**src/rtl/divider.sv**
```systemverilog
// Iterative restoring divider with RISC-V M semantics (DIV/DIVU/REM/REMU).
// Divide-by-zero and signed overflow finish in one cycle; other operations take WIDTH steps.
module divider #(
    parameter int unsigned WIDTH = 32
) (
    input  logic             clock,
    input  logic             reset_n,
    input  logic             start,
    input  logic [1:0]       op,
    input  logic [WIDTH-1:0] operand_a,
    input  logic [WIDTH-1:0] operand_b,
    input  logic             abort,
    output logic             ready,
    output logic             result_valid,
    output logic [WIDTH-1:0] result
);

    localparam int unsigned CntW = $clog2(WIDTH + 1);
    localparam logic [WIDTH-1:0] MinInt = {1'b1, {(WIDTH - 1){1'b0}}};

    typedef enum logic [1:0] {StIdle, StCalc, StDone} state_e;

    state_e state_q, state_d;

    logic             is_rem_q, is_rem_d;
    logic             quo_neg_q, quo_neg_d;
    logic             rem_neg_q, rem_neg_d;
    logic [WIDTH-1:0] quot_q, quot_d;
    logic [WIDTH-1:0] divisor_q, divisor_d;
    logic [WIDTH:0]   rem_q, rem_d;
    logic [CntW-1:0]  count_q, count_d;
    logic [WIDTH-1:0] result_q, result_d;

    logic             accept;
    logic             a_neg, b_neg;
    logic [WIDTH-1:0] a_mag, b_mag;
    logic             div_zero, overflow, fast;
    logic [WIDTH-1:0] fast_result;

    logic [WIDTH+1:0] rem_shift, diff;
    logic             no_borrow;
    logic [WIDTH:0]   rem_next;
    logic [WIDTH-1:0] quot_next;
    logic [WIDTH-1:0] r_final;
    logic             last_step;
    logic [WIDTH-1:0] calc_result;

    // Operand decode at the accepting edge
    always_comb begin
        accept      = (state_q == StIdle) && start && !abort;
        a_neg       = !op[0] && operand_a[WIDTH-1];
        b_neg       = !op[0] && operand_b[WIDTH-1];
        a_mag       = a_neg ? -operand_a : operand_a;
        b_mag       = b_neg ? -operand_b : operand_b;
        div_zero    = (operand_b == '0);
        overflow    = !op[0] && (operand_a == MinInt) && (operand_b == '1);
        fast        = div_zero || overflow;
        fast_result = op[1] ? (div_zero ? operand_a : '0) : (div_zero ? '1 : MinInt);
    end

    // One restoring step; the extra top bit of the difference is the borrow
    always_comb begin
        rem_shift   = {rem_q, quot_q[WIDTH-1]};
        diff        = rem_shift - {2'b00, divisor_q};
        no_borrow   = !diff[WIDTH+1];
        rem_next    = no_borrow ? diff[WIDTH:0] : rem_shift[WIDTH:0];
        quot_next   = {quot_q[WIDTH-2:0], no_borrow};
        r_final     = rem_next[WIDTH-1:0];
        last_step   = (count_q == CntW'(WIDTH - 1));
        calc_result = is_rem_q ? (rem_neg_q ? -r_final : r_final)
                               : (quo_neg_q ? -quot_next : quot_next);
    end

    always_ff @(posedge clock or negedge reset_n) begin
        if (!reset_n) begin
            state_q <= StIdle;
        end else begin
            state_q <= state_d;
        end
    end

    always_comb begin
        state_d = state_q;
        unique case (state_q)
            StIdle: if (accept) state_d = fast ? StDone : StCalc;
            StCalc: begin
                if (abort) begin
                    state_d = StIdle;
                end else if (last_step) begin
                    state_d = StDone;
                end
            end
            StDone: state_d = StIdle;
            default: state_d = StIdle;
        endcase
    end

    always_comb begin
        is_rem_d  = is_rem_q;
        quo_neg_d = quo_neg_q;
        rem_neg_d = rem_neg_q;
        quot_d    = quot_q;
        divisor_d = divisor_q;
        rem_d     = rem_q;
        count_d   = count_q;
        result_d  = result_q;
        if (accept) begin
            is_rem_d  = op[1];
            quo_neg_d = a_neg ^ b_neg;
            rem_neg_d = a_neg;
            quot_d    = a_mag;
            divisor_d = b_mag;
            rem_d     = '0;
            count_d   = '0;
            if (fast) begin
                result_d = fast_result;
            end
        end else if (state_q == StCalc && !abort) begin
            rem_d   = rem_next;
            quot_d  = quot_next;
            count_d = count_q + CntW'(1);
            if (last_step) begin
                result_d = calc_result;
            end
        end
    end

    always_ff @(posedge clock or negedge reset_n) begin
        if (!reset_n) begin
            is_rem_q  <= 1'b0;
            quo_neg_q <= 1'b0;
            rem_neg_q <= 1'b0;
            quot_q    <= '0;
            divisor_q <= '0;
            rem_q     <= '0;
            count_q   <= '0;
            result_q  <= '0;
        end else begin
            is_rem_q  <= is_rem_d;
            quo_neg_q <= quo_neg_d;
            rem_neg_q <= rem_neg_d;
            quot_q    <= quot_d;
            divisor_q <= divisor_d;
            rem_q     <= rem_d;
            count_q   <= count_d;
            result_q  <= result_d;
        end
    end

    always_comb begin
        ready        = (state_q == StIdle);
        result_valid = (state_q == StDone);
        result       = result_q;
    end

endmodule

```
**config.mk**
```make
export PLATFORM = sky130hd
export DESIGN_NAME = divider
export DESIGN_NICKNAME = d
export VERILOG_FILES = /design/src/rtl/divider.sv
export SDC_FILE = /design/constraint.sdc
export NUM_CORES = 1
export LEC_CHECK = 0
export ABC_CLOCK_PERIOD_IN_PS = 5900
export BUFFER_PORTS_ARGS = -buffer_cell sky130_fd_sc_hd__buf_2
export CAP_MARGIN = 5
export CORE_MARGIN = 10
export CORE_UTILIZATION = 32
export DETAILED_ROUTE_END_ITERATION = 10
export SETUP_SLACK_MARGIN = 0.15
export SYNTH_ARGS = -nofsm -noshare
export SYNTH_HDL_FRONTEND = slang
export SYNTH_SLANG_ARGS = --single-unit
```
**constraint.sdc**
```tcl
create_clock -name clock -period 5.9 [get_ports clock]
set_clock_uncertainty 0.1 [all_clocks]
set_input_delay 0.295 -clock clock [delete_from_list [all_inputs] [get_ports clock]]
set_output_delay 0.295 -clock clock [all_outputs]
set_load 0.05 [all_outputs]
```
==> results.py <==
metrics = {
    "timing": {
        "period_share": 0.8762,
        "setup_viol": 0,
        "rsz0062_at_grt": "false",
        "maxSlewViolCount": 0,
        "layout_min_cycle_time_ns": 5.170,
        "finalWorstSetupSlack_ns": 0.7302,
        "worst_pin_slew_ns": 1.369,
        "finalSetupTns_ns": 0,
        "fmax_ghz": 0.1934,
        "slew_headroom": 0.07861,
        "finalHoldViolCount": 0,
    },
    "hold_path": {
        "hold_path_depth": 3,
        "hp-start": "operand_b[31]",
        "hold_path.class": "in -> reg",
        "whs_endpoint": "divisor_q[31]",
    },
    "setup_path": {
        "worstPathMaxFanout": 14,
        "endpoint_kind": "flop",
        "r2r_start": "rem_q[19]",
        "cp_slowest_cell": "a21oi_1",
        "cpMostUsedCell": "ha_1",
        "r2r_end": "result[30]",
        "worstPathArrival_ns": 5.41,
        "critPathMaxStageDelay_ns": 0.77,
        "crit_chain": "ha_1, nand2_1, o211ai_1, nand4_1, a21oi_1, o31a_4, nor2_4, inv_2, mux2i_1, ha_1, inv_1, nor4_4, nand4b_1, o41a_1, xnor2_1, o31ai_1",
        "crit_required_ns": 6.14,
        "startpoint_type": "flop",
        "worstSetupPathType": "reg -> reg",
        "r2r_setup_slack_ns": 0.73,
        "worstRegToRegCells": 16,
    },
    "finish": {
        "multiInputGateArea_um2": 7575,
        "n_fill_cell": 3786,
        "ff_latch_area_um2": 3503,
        "drive_gt1_frac": 0.1229,
        "final_nets": 1618,
        "diodes": 0,
        "syn_to_final_growth_pct": 12.75,
    },
    "synthesis": {
        "synth_seq_cells": 140,
        "synthDominantCellAreaShare": 0.3014,
        "ys_async_sr_fraction": 1.000,
        "synth_top_cells_by_count": "o21ai_0 (184), nand2_1 (172), dfrtp_1 (140)",
        "synth.area.top_cells": "dfrtp_1 (30%), o21ai_0 (7.9%), nand2_1 (5.6%), xnor2_1 (5.5%), xor2_1 (5.0%)",
        "syn_area_per_cell_um2": 7.968,
        "synth_edf_count": 0,
        "seq_area_frac_synth": 0.3014,
        "yosysWarnings": 0,
        "netlist.top_cell.by_area": "dfrtp_1",
        "syn_inst": 1459,
        "post-synth-top-count-cell": "o21ai_0",
        "synth_flop_cell": "dfrtp_1",
        "syn-cell-area_um2": 11620,
        "synth_nets": 1568,
        "synth.distinct_cells": 90,
    },
    "global_route": {
        "grt_usage": 0.1780,
        "grt_pass1_wl_um": 63240,
        "grt_start_max_net_pins": 90,
        "antenna_found_initial": 3,
        "grt_overflow": 0,
        "grt_pass1_vias": 11100,
    },
    "die": {
        "core_area_um2": 35740,
        "die-area_um2": 44350,
        "rows": 69,
        "die_height_um": 210.6,
        "initial_core_util": 0.3252,
        "die_w_um": 210.6,
        "io-pin-count": 104,
    },
    "routing": {
        "drt_pass1_iterations": 5,
        "vias": 11460,
        "drc_errors": 0,
        "ant_nets": 0,
        "drt-vias-per-instance": 5.778,
        "post_drt_wl_per_cell_um": 20.25,
        "drtIter0Drc": 1097,
        "wl_um": 40160,
    },
    "outcome": {
        "status": "finished clean",
    },
    "cts": {
        "numCtsBuffers": 17,
        "cts_setup_buffers": 0,
        "cts_root_buf": "clkbuf_16",
        "clk_pin_slew_ns": 0.06,
        "cts_tree": "built",
        "cts-resized-gates": 0,
        "cts_sinks": 140,
        "clk_latency_ns": 0.44,
        "clockBufferDepth": 2,
        "htreeDepth": 4,
    },
    "power": {
        "p_per_area_nw_per_um2": 530.4,
        "p_leak_nw": 5.565,
        "p_total_mw": 6.953,
        "peakVddDrop_v": 0.0003859,
    },
    "place": {
        "pre_cts_ws_ns": 0.7620,
        "place_hpwl_um": 30560,
        "gp_congestion": 0.9150,
        "port_buffers": 103,
    },
    "run": {
        "max_cap_violations": 0,
    },
}
[metrics by stage]
stage | util | hold WS [ns] | cell area [µm²] | instances
3_3_place_gp | 0.3497 | 0.3464 | 12500 | 1950
5_1_grt | 0.3667 | 0.08121 | 13110 | 1983
3_5_place_dp | 0.3497 | 0.3510 | 12500 | 1950
4_1_cts | 0.3667 | 0.04757 | 13110 | 1983
2_1_floorplan | - | -0.1006 | 11620 | 1459
6_report | 0.3667 | 0.06093 | 13110 | 1983
[worst max-delay path, delay by kind of cell (launching register included)]
family | cells | cell delay [ns]
simple gates | 5 | 0.96
compound gates | 5 | 2.01
flops | 1 | 0.45
buf+inv | 2 | 0.33
fa+ha+maj | 2 | 0.77
xor+xnor | 1 | 0.14
mux | 1 | 0.31
[worst max-delay path by stage]
stage	start	to	slack, ns
2_1_floorplan	rem_q[25]	result[30]	1.19
3_3_place_gp	rem_q[19]	result[30]	0.98
3_5_place_dp	rem_q[19]	result[30]	0.76
4_1_cts	rem_q[19]	result[30]	0.76
5_1_grt	rem_q[25]	result[30]	0.24
6_report	rem_q[19]	result[30]	0.73
[where the power goes]
part / leakage (nW) / internal, mW / switching, mW / total (mW)
Clock: 0.294 / 0.644 / 0.490 / 1.13
Sequential: 1.82 / 1.16 / 0.280 / 1.44
Combinational: 3.45 / 1.61 / 2.76 / 4.38
[area by class of cell]
| cell class | count | share of cell area |
|---|---|---|
| Clock inverter | 14 | 0.01212 |
| Timing Repair Buffer | 118 | 0.04859 |
| Multi-Input combinational cell | 1174 | 0.5779 |
| Clock buffer | 18 | 0.03351 |
| Sequential cell | 140 | 0.2673 |
| Tap cell | 461 | 0.04401 |
| Inverter | 58 | 0.01661 |
[registers in the layout, indices dropped and copies added (netlist names)]
register and cells:
divisor_q 32, result 32, rem_q 33, quot_q 32
state_q 2, rem_neg_q 1, quo_neg_q 1, is_rem_q 1
count_q 6
[cell families (layout without fill, tap and decap cells)]
logic type                 after synthesis  count (layout)  share of synthesized area
and+or+nand+nor                        457             457                     0.1953
muxes                                   23              23                    0.02002
AOI/OAI and AO/OA                      516             516                     0.2867
adders and majority gates               39              39                    0.04262
buffers and inverters                  145             208                    0.04919
xor gates and xnor gates               139             139                     0.1047
DFF                                    140             140                     0.3014
[what timing repair did]
action | 4_1_cts | 5_1_grt
endpoints found under the hold margin | 88 | 0
endpoints found under the setup margin | 0 | 0
hold buffers | 1 | 0
[layer usage]
layer	track usage	part of all wire
met5	0	0.00017
met3	0.03516	0.064
met2	0.2795	0.45
met1	0.2406	0.46
met4	0.05619	0.024
[layout by cell type, fill, tap and decap left out, types with 20 or more instances in the layout]
master and count:
xnor2_1 73, nand2b_1 20, o31ai_1 34, a22oi_1 31, a21oi_1 100, dfrtp_1 140
nand2_1 172, o21ai_0 184, mux2i_1 21, inv_1 57, xor2_1 66, nand4_1 22
nor3_1 29, nor2_1 95, ha_1 38, buf_2 102
No activity file was read; power rests on OpenSTA's default activity.
